===== src/rtl/fft_bin_scheduler.sv =====
// Captures one multi-channel frame, then replays it once per DFT bin into a serial
// single-bin DFT core, stepping the twiddle address k*n mod N and tagging each result.
module fft_bin_scheduler #(
    parameter int X_WIDTH      = 16,
    parameter int CHANELS      = 2,
    parameter int FRAME_LENGTH = 3,
    parameter int BINS         = 2,
    localparam int AW = $clog2(FRAME_LENGTH),
    localparam int BW = (BINS > 1) ? $clog2(BINS) : 1
) (
    input  logic                       clk,
    input  logic                       rst,
    input  logic                       s_valid,
    output logic                       s_ready,
    input  logic [CHANELS*X_WIDTH-1:0] s_x,
    output logic                       coral_valid,
    output logic [CHANELS*X_WIDTH-1:0] coral_x,
    output logic [AW-1:0]              tw_addr,
    input  logic                       coral_finish,
    output logic                       bin_valid,
    output logic [BW-1:0]              bin_idx,
    output logic                       frame_done,
    output logic                       sync_err
);

    localparam int              DW     = CHANELS * X_WIDTH;
    localparam logic [AW-1:0]   N_LAST = AW'(FRAME_LENGTH - 1);
    localparam logic [AW:0]     N_FULL = (AW + 1)'(FRAME_LENGTH);
    localparam logic [BW-1:0]   K_LAST = BW'(BINS - 1);

    typedef enum logic {FILL = 1'b0, RUN = 1'b1} state_t;

    state_t          state_reg;
    logic [AW-1:0]   wr_ptr_reg;
    logic [AW-1:0]   n_reg;
    logic [AW-1:0]   addr_reg;
    logic [BW-1:0]   k_reg;
    logic            s_ready_reg;
    logic            coral_valid_reg;
    logic            bin_valid_reg;
    logic [BW-1:0]   bin_idx_reg;
    logic            frame_done_reg;
    logic            sync_err_reg;

    logic [DW-1:0]   mem [FRAME_LENGTH];
    logic [DW-1:0]   rd_data_reg;
    logic [AW-1:0]   rd_addr;

    logic            wr_en;
    logic            last_issue;
    logic            last_bin;
    logic [AW:0]     addr_sum;
    logic [AW-1:0]   addr_next;

    genvar gi;

    assign wr_en      = (state_reg == FILL) && s_valid && s_ready_reg;
    assign last_issue = (state_reg == RUN) && (n_reg == N_LAST);
    assign last_bin   = (k_reg == K_LAST);

    // Running k*n mod N: add k each sample, fold once since addr and k are both below N.
    assign addr_sum  = {1'b0, addr_reg} + (AW + 1)'(k_reg);
    assign addr_next = (addr_sum >= N_FULL) ? AW'(addr_sum - N_FULL) : addr_sum[AW-1:0];

    // Read address runs one sample ahead so the registered read lines up with n_reg.
    always_comb begin
        rd_addr = '0;
        if (state_reg == RUN && !last_issue) begin
            rd_addr = n_reg + AW'(1);
        end
    end

    always_ff @(posedge clk) begin
        if (wr_en) begin
            mem[wr_ptr_reg] <= s_x;
        end
        rd_data_reg <= mem[rd_addr];
    end

    always_ff @(posedge clk) begin
        if (rst) begin
            state_reg       <= FILL;
            wr_ptr_reg      <= '0;
            n_reg           <= '0;
            k_reg           <= '0;
            addr_reg        <= '0;
            s_ready_reg     <= 1'b0;
            coral_valid_reg <= 1'b0;
            bin_valid_reg   <= 1'b0;
            bin_idx_reg     <= '0;
            frame_done_reg  <= 1'b0;
            sync_err_reg    <= 1'b0;
        end else begin
            bin_valid_reg  <= last_issue;
            frame_done_reg <= last_issue && last_bin;
            if (last_issue) begin
                bin_idx_reg <= k_reg;
            end
            if (coral_finish != last_issue) begin
                sync_err_reg <= 1'b1;
            end

            case (state_reg)
                FILL: begin
                    s_ready_reg     <= 1'b1;
                    coral_valid_reg <= 1'b0;
                    if (wr_en) begin
                        if (wr_ptr_reg == N_LAST) begin
                            wr_ptr_reg      <= '0;
                            n_reg           <= '0;
                            k_reg           <= '0;
                            addr_reg        <= '0;
                            state_reg       <= RUN;
                            s_ready_reg     <= 1'b0;
                            coral_valid_reg <= 1'b1;
                        end else begin
                            wr_ptr_reg <= wr_ptr_reg + AW'(1);
                        end
                    end
                end
                RUN: begin
                    s_ready_reg     <= 1'b0;
                    coral_valid_reg <= 1'b1;
                    if (n_reg == N_LAST) begin
                        n_reg    <= '0;
                        addr_reg <= '0;
                        if (last_bin) begin
                            k_reg           <= '0;
                            state_reg       <= FILL;
                            s_ready_reg     <= 1'b1;
                            coral_valid_reg <= 1'b0;
                        end else begin
                            k_reg <= k_reg + BW'(1);
                        end
                    end else begin
                        n_reg    <= n_reg + AW'(1);
                        addr_reg <= addr_next;
                    end
                end
                default: state_reg <= FILL;
            endcase
        end
    end

    generate
        for (gi = 0; gi < CHANELS; gi++) begin : g_ch
            assign coral_x[gi*X_WIDTH +: X_WIDTH] =
                coral_valid_reg ? rd_data_reg[gi*X_WIDTH +: X_WIDTH] : '0;
        end
    endgenerate

    assign s_ready     = s_ready_reg;
    assign coral_valid = coral_valid_reg;
    assign tw_addr     = addr_reg;
    assign bin_valid   = bin_valid_reg;
    assign bin_idx     = bin_idx_reg;
    assign frame_done  = frame_done_reg;
    assign sync_err    = sync_err_reg;

endmodule


===== config.mk =====
export PLATFORM = sky130hd
export DESIGN_NAME = fft_bin_scheduler
export DESIGN_NICKNAME = d
export VERILOG_FILES = /design/src/rtl/fft_bin_scheduler.sv
export SDC_FILE = /design/constraint.sdc
export NUM_CORES = 1
export LEC_CHECK = 0
export CAP_MARGIN = 0
export CELL_PAD_IN_SITES_DETAIL_PLACEMENT = 1
export CELL_PAD_IN_SITES_GLOBAL_PLACEMENT = 1
export CORE_ASPECT_RATIO = 0.8
export CORE_UTILIZATION = 39
export CTS_CLUSTER_DIAMETER = 150
export DETAILED_ROUTE_END_ITERATION = 6
export PLACE_DENSITY_LB_ADDON = 0.1
export REMOVE_ABC_BUFFERS = 1
export SLEW_MARGIN = 20
export SYNTH_ARGS = -nofsm -noshare
export SYNTH_HDL_FRONTEND = slang
export SYNTH_SLANG_ARGS = --single-unit
export TNS_END_PERCENT = 1

===== constraint.sdc =====
create_clock -name clk -period 3.4 [get_ports clk]
set_clock_uncertainty 0.05 [all_clocks]
set_input_delay 0.34 -clock clk [delete_from_list [all_inputs] [get_ports clk]]
set_output_delay 0.34 -clock clk [all_outputs]
set_load 0.01 [all_outputs]

==> reports/qor.csv, run 1 <==
stage;metric;value;unit
power_and_ir_drop;total_power;3.843;mW
global_routing;track_usage;16.94;%
detailed_routing;drt_iter0_markers;188;
detailed_routing;vias_per_cell;4.770;
power_and_ir_drop;powerDensity;584.4;nW/µm²
min_path;hold_class;reg -> reg;
logic_synthesis;synth-simple-area-share;14.85;%
layout;area_delta_synth_final;29.62;%
logic_synthesis;synth-seq-cells;141;
clock_network;cts_resized;0;
sta;fin_worst_hold_slack;0.4032;ns
detailed_routing;vias;3005;
logic_synthesis;synth_mux_area_share;0.1973;%
die;die_y;104.0;µm
detailed_routing;wl;10230;µm
sta;min_period;2.492;ns
worst_setup_path;worstPathRequired;3.01;ns
placed_design;port_buffers;75;
layout;largest_register_ffs;96;
logic_synthesis;ys_warn_count;0;
worst_setup_path;cp-start-kind;flip-flop;
die;die_w;129.5;µm
logic_synthesis;synth_compound_area_share;5.475;%
logic_synthesis;synth_top_area_share;56.82;%
placed_design;dp_slack;0.9849;ns
logic_synthesis;synth_cell_type_count;34;
clock_network;clk_latency;0.41;ns
clock_network;hold_buffers;0;
logic_synthesis;postSynthCellCount;367;
status;outcome;completed;
layout;final_nets;488;
run;cap_violations;0;
detailed_routing;routedWlPerCell;16.23;µm
logic_synthesis;synthAdderAreaFrac;1.628;%
logic_synthesis;synth_area;5074;µm²
clock_network;cts_root_buf;clkbuf_16;
clock_network;cts_tree;done;
logic_synthesis;avgSynthCellArea;13.82;µm²
logic_synthesis;yosysSeqAreaShare;74.57;%
clock_network;cts_buffer_depth;2;
logic_synthesis;synth_area_leaders;edfxtp_1, dfxtp_1, nand2_1;
worst_setup_path;path_max_fanout;47;
die;start_util;40.81;%
global_routing;grt_pass1_vias;3181;
clock_network;cts_sinks;141;
power_and_ir_drop;peakVddDrop;0.0004393;V
clock_network;htreeDepth;4;
worst_setup_path;path_class;reg -> out;
worst_setup_path;r2r_start;coral_valid$_SDFF_PP0_;
sta;hold_viol;0;
global_routing;grt_pass1_wl;16640;µm
die;die-area;13470;µm²
logic_synthesis;ys.flop_type;edfxtp_1;
placed_design;detailed_place_hpwl;5973;µm
sta;drv_slew;0;
global_routing;antenna_found_initial;0;
min_path;min_from;sync_err$_SDFFE_PP0P_;
logic_synthesis;synth_top_family_by_area;simple AND/OR/NAND/NOR gates;
sta;max_slew_margin;38.20;%
logic_synthesis;synth-edff-count;96;
clock_network;cts-buffers-inserted;17;
sta;setup_slack;0.9084;ns
global_routing;grt_overflow_total;0;
detailed_routing;drt_pass1_iterations;4;
die;num_rows;36;
sta;worst_slew_pin_slew;0.9270;ns
clock_network;path_clk_slew;0.06;ns
detailed_routing;route.detailed.drc;0;
power_and_ir_drop;p_leak;2.360;nW
die;ios;76;
placed_design;place_congestion;0.7086;
die;core-area;12430;µm²
worst_setup_path;cp-startpoint;coral_valid$_SDFF_PP0_;
logic_synthesis;async_flop_share;0;%
layout;stdcell_area;6576;µm²
detailed_routing;ant_nets;0;
layout;diodes;0;
layout;drive_gt1_share;12.20;%
worst_setup_path;end_kind;primary output;
logic_synthesis;synth_xor_area_share;0.3453;%
sta;finalSetupTns;0;ns
sta;setup_viol_count_final;0;
placed_design;placed_cell_area;5986;µm²
logic_synthesis;yosysTopAreaCell;edfxtp_1;
sta;finalCritPeriodShare;73.28;%
worst_setup_path;arrival;2.10;ns
sta;clock.fmax;401.3;MHz
sta;rsz0062_at_grt;false;
clock_network;cts_setup_buffers;0;
global_routing;grt_max_degree;65;
## cells in the final DEF (no fill, tap or decap), types with 2 or more instances in the layout
cell type        netlist  final
o41ai_1                2      2
bufinv_16              0      3
o22ai_1                2      2
clkbuf_16              0     17
nand2_1               57     57
inv_1                  4      3
nand3b_1               4      4
ha_1                   5      5
dfxtp_1               45     44
clkinv_2               0      6
buf_12                 1      2
clkinvlp_4             0      2
a21oi_1                3      3
a31oi_1               32     32
and2_1                34     34
edfxtp_1              96     96
or3_1                  2      2
nor3b_4                0      2
buf_4                  4      3
nand2_2               10     10
clkdlybuf4s50_1        0     75
or3b_2                 3      4
nor2_1                33     33
## metrics by stage
stage,utilization [%],cells
floorplan,-,347
global placement,48.15,598
detailed placement,48.15,598
CTS,52.90,630
global route,52.90,630
finish,52.90,630
## report_power, final
group          internal, mW  switching, mW  leakage (nW)
clock network          1.16          0.666         0.290
logic                0.0595         0.0546         0.819
registers              1.89         0.0153          1.25
## worst max-delay path, cell delays in order (launching register included)
cell             delay (ns)
dfxtp_2                0.84
and2_1                 0.28
clkdlybuf4s50_1        0.57
## metal layers
layer  up-vias  GRT usage, %  routed length [µm]
met4         0         5.233                  91
li1       1451             -                   -
met3         8         5.916                 433
met5         -             0                   0
met1      1483         21.12                4623
met2        63         27.53                5078
## path summary, 6_finish.rpt
kind                                         endpoint  slack (ns)  cells past startpoint
worst max-delay path                      coral_x[19]        0.91                      2
worst min-delay path            sync_err$_SDFFE_PP0P_        0.40                      2
worst max register to register   mem[0][14]$_DFFE_PP_        1.13                      3
worst min register to register  sync_err$_SDFFE_PP0P_        0.40                      2
## area by class of cell
| cell class | instances | area [µm²] |
|---|---|---|
| fillers | 1250 | 5856 |
| flip-flops and latches | 141 | 3785 |
| multi-input cells | 202 | 1159 |
| repair buffers | 80 | 813.3 |
| clock buffers | 19 | 442.9 |
| well taps | 171 | 214.0 |
| clock inverters | 13 | 147.6 |
| inverters | 4 | 15.01 |
## cell usage after synthesis (2+ instances only)
master     n
edfxtp_1  96
dfxtp_1   45
ha_1       5
clkbuf_1   8
o41ai_1    2
nor2_1    33
nand2_2   10
a21oi_1    3
or3b_2     3
o22ai_1    2
buf_6      3
buf_4      4
a31oi_1   32
nand3b_1   4
buf_2      4
nor3b_2    2
or3_1      2
nand2_1   57
and2_1    34
inv_1      4
## cells by family after synthesis
logic type,after synthesis
AO/OA/AOI/OAI,43
XOR/XNOR,2
adder cells (fa/ha/maj),6
buffers and inverters,24
flip-flops,141
multiplexers,1
AND/OR/NAND/NOR,150
Note: power is estimated with default switching activity, not from simulation.
==> run 2, diff against run 1 <==
--- a/config.mk
+++ b/config.mk
@@ -9,7 +9,7 @@
 export CELL_PAD_IN_SITES_DETAIL_PLACEMENT = 1
 export CELL_PAD_IN_SITES_GLOBAL_PLACEMENT = 1
 export CORE_ASPECT_RATIO = 0.8
-export CORE_UTILIZATION = 39
+export CORE_UTILIZATION = 44
 export CTS_CLUSTER_DIAMETER = 150
 export DETAILED_ROUTE_END_ITERATION = 6
 export PLACE_DENSITY_LB_ADDON = 0.1
==> constraint.sdc (replaced) <==
create_clock -name clk -period 2.3 [get_ports clk]
set_clock_uncertainty 0.05 [all_clocks]
set_input_delay 0.23 -clock clk [delete_from_list [all_inputs] [get_ports clk]]
set_output_delay 0.23 -clock clk [all_outputs]
set_load 0.01 [all_outputs]
==> run 2 against run 1 <==
- flip-flop and latch count unchanged
- register-to-register slack got worse by 0.78 ns
- final area rose by 1.8%
- cell count fell by 3.2%
- routed wire length is 3.9% higher
- die area decreased by 11%
- combinational power rose by 58%
- critical path depth rose by 1
- via count increased by 3.2%
- clock-buffer cell count unchanged
- first-iteration DRC count fell by 34%
- critical path type unchanged
- critical endpoint is now coral_x[16]
- largest cell class unchanged
==> reports/qor.csv, run 2 (synthesized netlist as in run 1, its figures left out) <==
stage;metric;value;unit;change
layout;area_delta_synth_final;31.96;%;
min_path;hold_class;in -> reg;;
layout;final_cell_mix;edfxtp_1, clkdlybuf4s50_1, nand2_1;;
clock_network;cts_sinks;141;;unchanged
power_and_ir_drop;seq_power_share;47.6;%;-1.9 points
worst_setup_path;path_max_fanout;27;;-43%
layout;final_nets;495;;+1.4%
sta;clock.fmax;453.2;MHz;
detailed_routing;drt_pass1_iterations;4;;unchanged
layout;final_util;60.53;%;+7.6 points
global_routing;grt_max_degree;45;;-31%
global_routing;met3_usage;7.360;%;+1.4 points
die;ios;76;;unchanged
clock_network;cts_resized;0;;unchanged
status;outcome;completed;;
sta;finalSetupTns;0;ns;unchanged
detailed_routing;routedWlPerCell;17.42;µm;+7.3%
sta;fin_worst_hold_slack;0.3725;ns;-0.03071 ns
clock_network;path_clk_slew;0.06;ns;about the same
detailed_routing;vias;3102;;+3.2%
global_routing;grt_pass1_vias;3348;;+5.2%
detailed_routing;ant_nets;0;;unchanged
global_routing;grt_use_met1;23.36;%;+2.2 points
clock_network;cts-buffers-inserted;17;;unchanged
clock_network;htreeDepth;4;;unchanged
die;die_y;98.05;µm;-5.7%
layout;diodes;0;;unchanged
layout;fill_cells;1068;;-15%
clock_network;hold_buffers;0;;unchanged
detailed_routing;vias_per_cell;5.085;;+6.6%
clock_network;cts_root_buf;clkbuf_16;;
sta;setup_viol_count_final;0;;unchanged
global_routing;antenna_found_initial;0;;unchanged
die;num_rows;34;;-5.6%
placed_design;placedCellCount;578;;-3.3%
layout;final_cells;610;;-3.2%
sta;finalCritPeriodShare;95.93;%;
layout;largest_register_ffs;96;;unchanged
detailed_routing;drt_iter0_markers;124;;-34%
worst_setup_path;worstPathRequired;2.02;ns;-0.99 ns
sta;rsz0062_at_grt;false;;
clock_network;cts_buffer_depth;2;;unchanged
power_and_ir_drop;p_leak;2.426;nW;+2.8%
global_routing;track_usage;19.75;%;+2.8 points
die;core-area;11060;µm²;-11%
detailed_routing;route.detailed.drc;0;;unchanged
sta;drv_slew;0;;unchanged
power_and_ir_drop;total_power;5.909;mW;+54%
sta;hold_viol;0;;unchanged
die;die-area;11970;µm²;-11%
power_and_ir_drop;p_sw_share;19.46;%;+0.31 points
placed_design;detailed_place_hpwl;6474;µm;+8.4%
die;die_w;122.1;µm;-5.8%
worst_setup_path;end_kind;primary output;;
sta;min_period;2.206;ns;
clock_network;cts_setup_buffers;0;;unchanged
sta;worst_slew_pin_slew;0.4303;ns;-0.4967 ns
placed_design;place_congestion;0.6726;;-5.1%
power_and_ir_drop;p_int;4.759;mW;+53%
die;start_util;45.87;%;+5.1 points
global_routing;grt_overflow_total;0;;unchanged
global_routing;grt_busiest_layer;met2;;
power_and_ir_drop;powerDensity;882.5;nW/µm²;+51%
global_routing;grt_use_met2;33.03;%;+5.5 points
global_routing;grt_pass1_wl;17180;µm;+3.2%
power_and_ir_drop;combPwrFrac;3.1;%;about the same
power_and_ir_drop;switchingPower;1.150;mW;+56%
clock_network;cts_tree;done;;
placed_design;port_buffers;75;;unchanged
sta;max_slew_margin;71.31;%;+33 points
layout;drive_gt1_share;13.73;%;+1.5 points
run;cap_violations;0;;unchanged
power_and_ir_drop;pwr-share-clk;49.4;%;+1.8 points
layout;layout_commonest_cell;edfxtp_1;;
detailed_routing;wl;10630;µm;+3.9%
worst_setup_path;arrival;1.93;ns;-0.17 ns
worst_setup_path;cp-start-kind;flip-flop;;
worst_setup_path;path_class;reg -> out;;
clock_network;clk_latency;0.41;ns;about the same
power_and_ir_drop;peakVddDrop;0.0005650;V;+29%
==> run 2: cell count changes in the layout (fill, tap and decap cells not counted), sizes merged <==
cell      before  now
buf            5   12
bufinv         3    4
clkinv         8    5
clkinvlp       2    3
inv            4    5
==> run 2: worst max-delay path, cell delays in order, from the launching register on <==
cell             delay, ns
dfxtp_2               0.59
buf_12                0.22
and2_1                0.16
clkdlybuf4s50_1       0.54
==> run 2: routing by layer <==
layer	routed length [µm]	vias up	share of wire, %
met5	0	-	0
li1	-	1473	-
met3	522	8	4.9
met1	4756	1562	45
met2	5275	59	50
met4	70	0	0.66
==> run 2: final cells by class <==
class | count | area (µm²) | area share [%]
clock inverters | 13 | 187.7 | 2.803
flip-flops and latches | 141 | 3785 | 56.53
inverters | 4 | 15.01 | 0.2243
clock buffers | 19 | 452.9 | 6.765
well taps | 144 | 180.2 | 2.691
repair buffers | 87 | 915.9 | 13.68
multi-input cells | 202 | 1159 | 17.31
==> run 2: worst paths after layout <==
kind	end	depth (start not counted)	slack (ns)	startpoint
min	mem[0][17]$_DFFE_PP_	1	0.37	s_x[17]
min reg2reg	sync_err$_SDFFE_PP0P_	2	0.40	sync_err$_SDFFE_PP0P_
max	coral_x[16]	3	0.09	coral_valid$_SDFF_PP0_
max reg2reg	rd_data_reg[14]$_DFF_P_	6	0.35	n_reg[0]$_SDFFE_PP0P_
==> run 2: power groups by stage <==
stage | clock [mW] | sequential [mW] | combinational (mW)
2_1_floorplan | 0 | 2.86 | 0.0554
6_report | 2.92 | 2.81 | 0.180
4_1_cts | 2.97 | 2.81 | 0.184
3_5_place_dp | 0 | 2.86 | 0.182
5_1_grt | 3.06 | 2.82 | 0.197
3_3_place_gp | 0 | 2.86 | 0.173
==> run 2: through the flow <==
| step | cell area, µm² | worst slack (ns) |
|---|---|---|
| floorplan | 4940 | -1.544 |
| global placement | 6055 | 0.4140 |
| detailed placement | 6055 | 0.3369 |
| CTS | 6695 | 0.05226 |
| global route | 6695 | 0.007621 |
| finish | 6695 | 0.09351 |
==> run 3, diff against run 2 <==
--- a/config.mk
+++ b/config.mk
@@ -10,11 +10,10 @@
 export CELL_PAD_IN_SITES_GLOBAL_PLACEMENT = 1
 export CORE_ASPECT_RATIO = 0.8
 export CORE_UTILIZATION = 44
-export CTS_CLUSTER_DIAMETER = 150
 export DETAILED_ROUTE_END_ITERATION = 6
 export PLACE_DENSITY_LB_ADDON = 0.1
 export REMOVE_ABC_BUFFERS = 1
-export SLEW_MARGIN = 20
+export SLEW_MARGIN = 40
 export SYNTH_ARGS = -nofsm -noshare
 export SYNTH_HDL_FRONTEND = slang
 export SYNTH_SLANG_ARGS = --single-unit
==> results of run 3 <==
Final layout, timing and power as in run 2 (identical DEF).
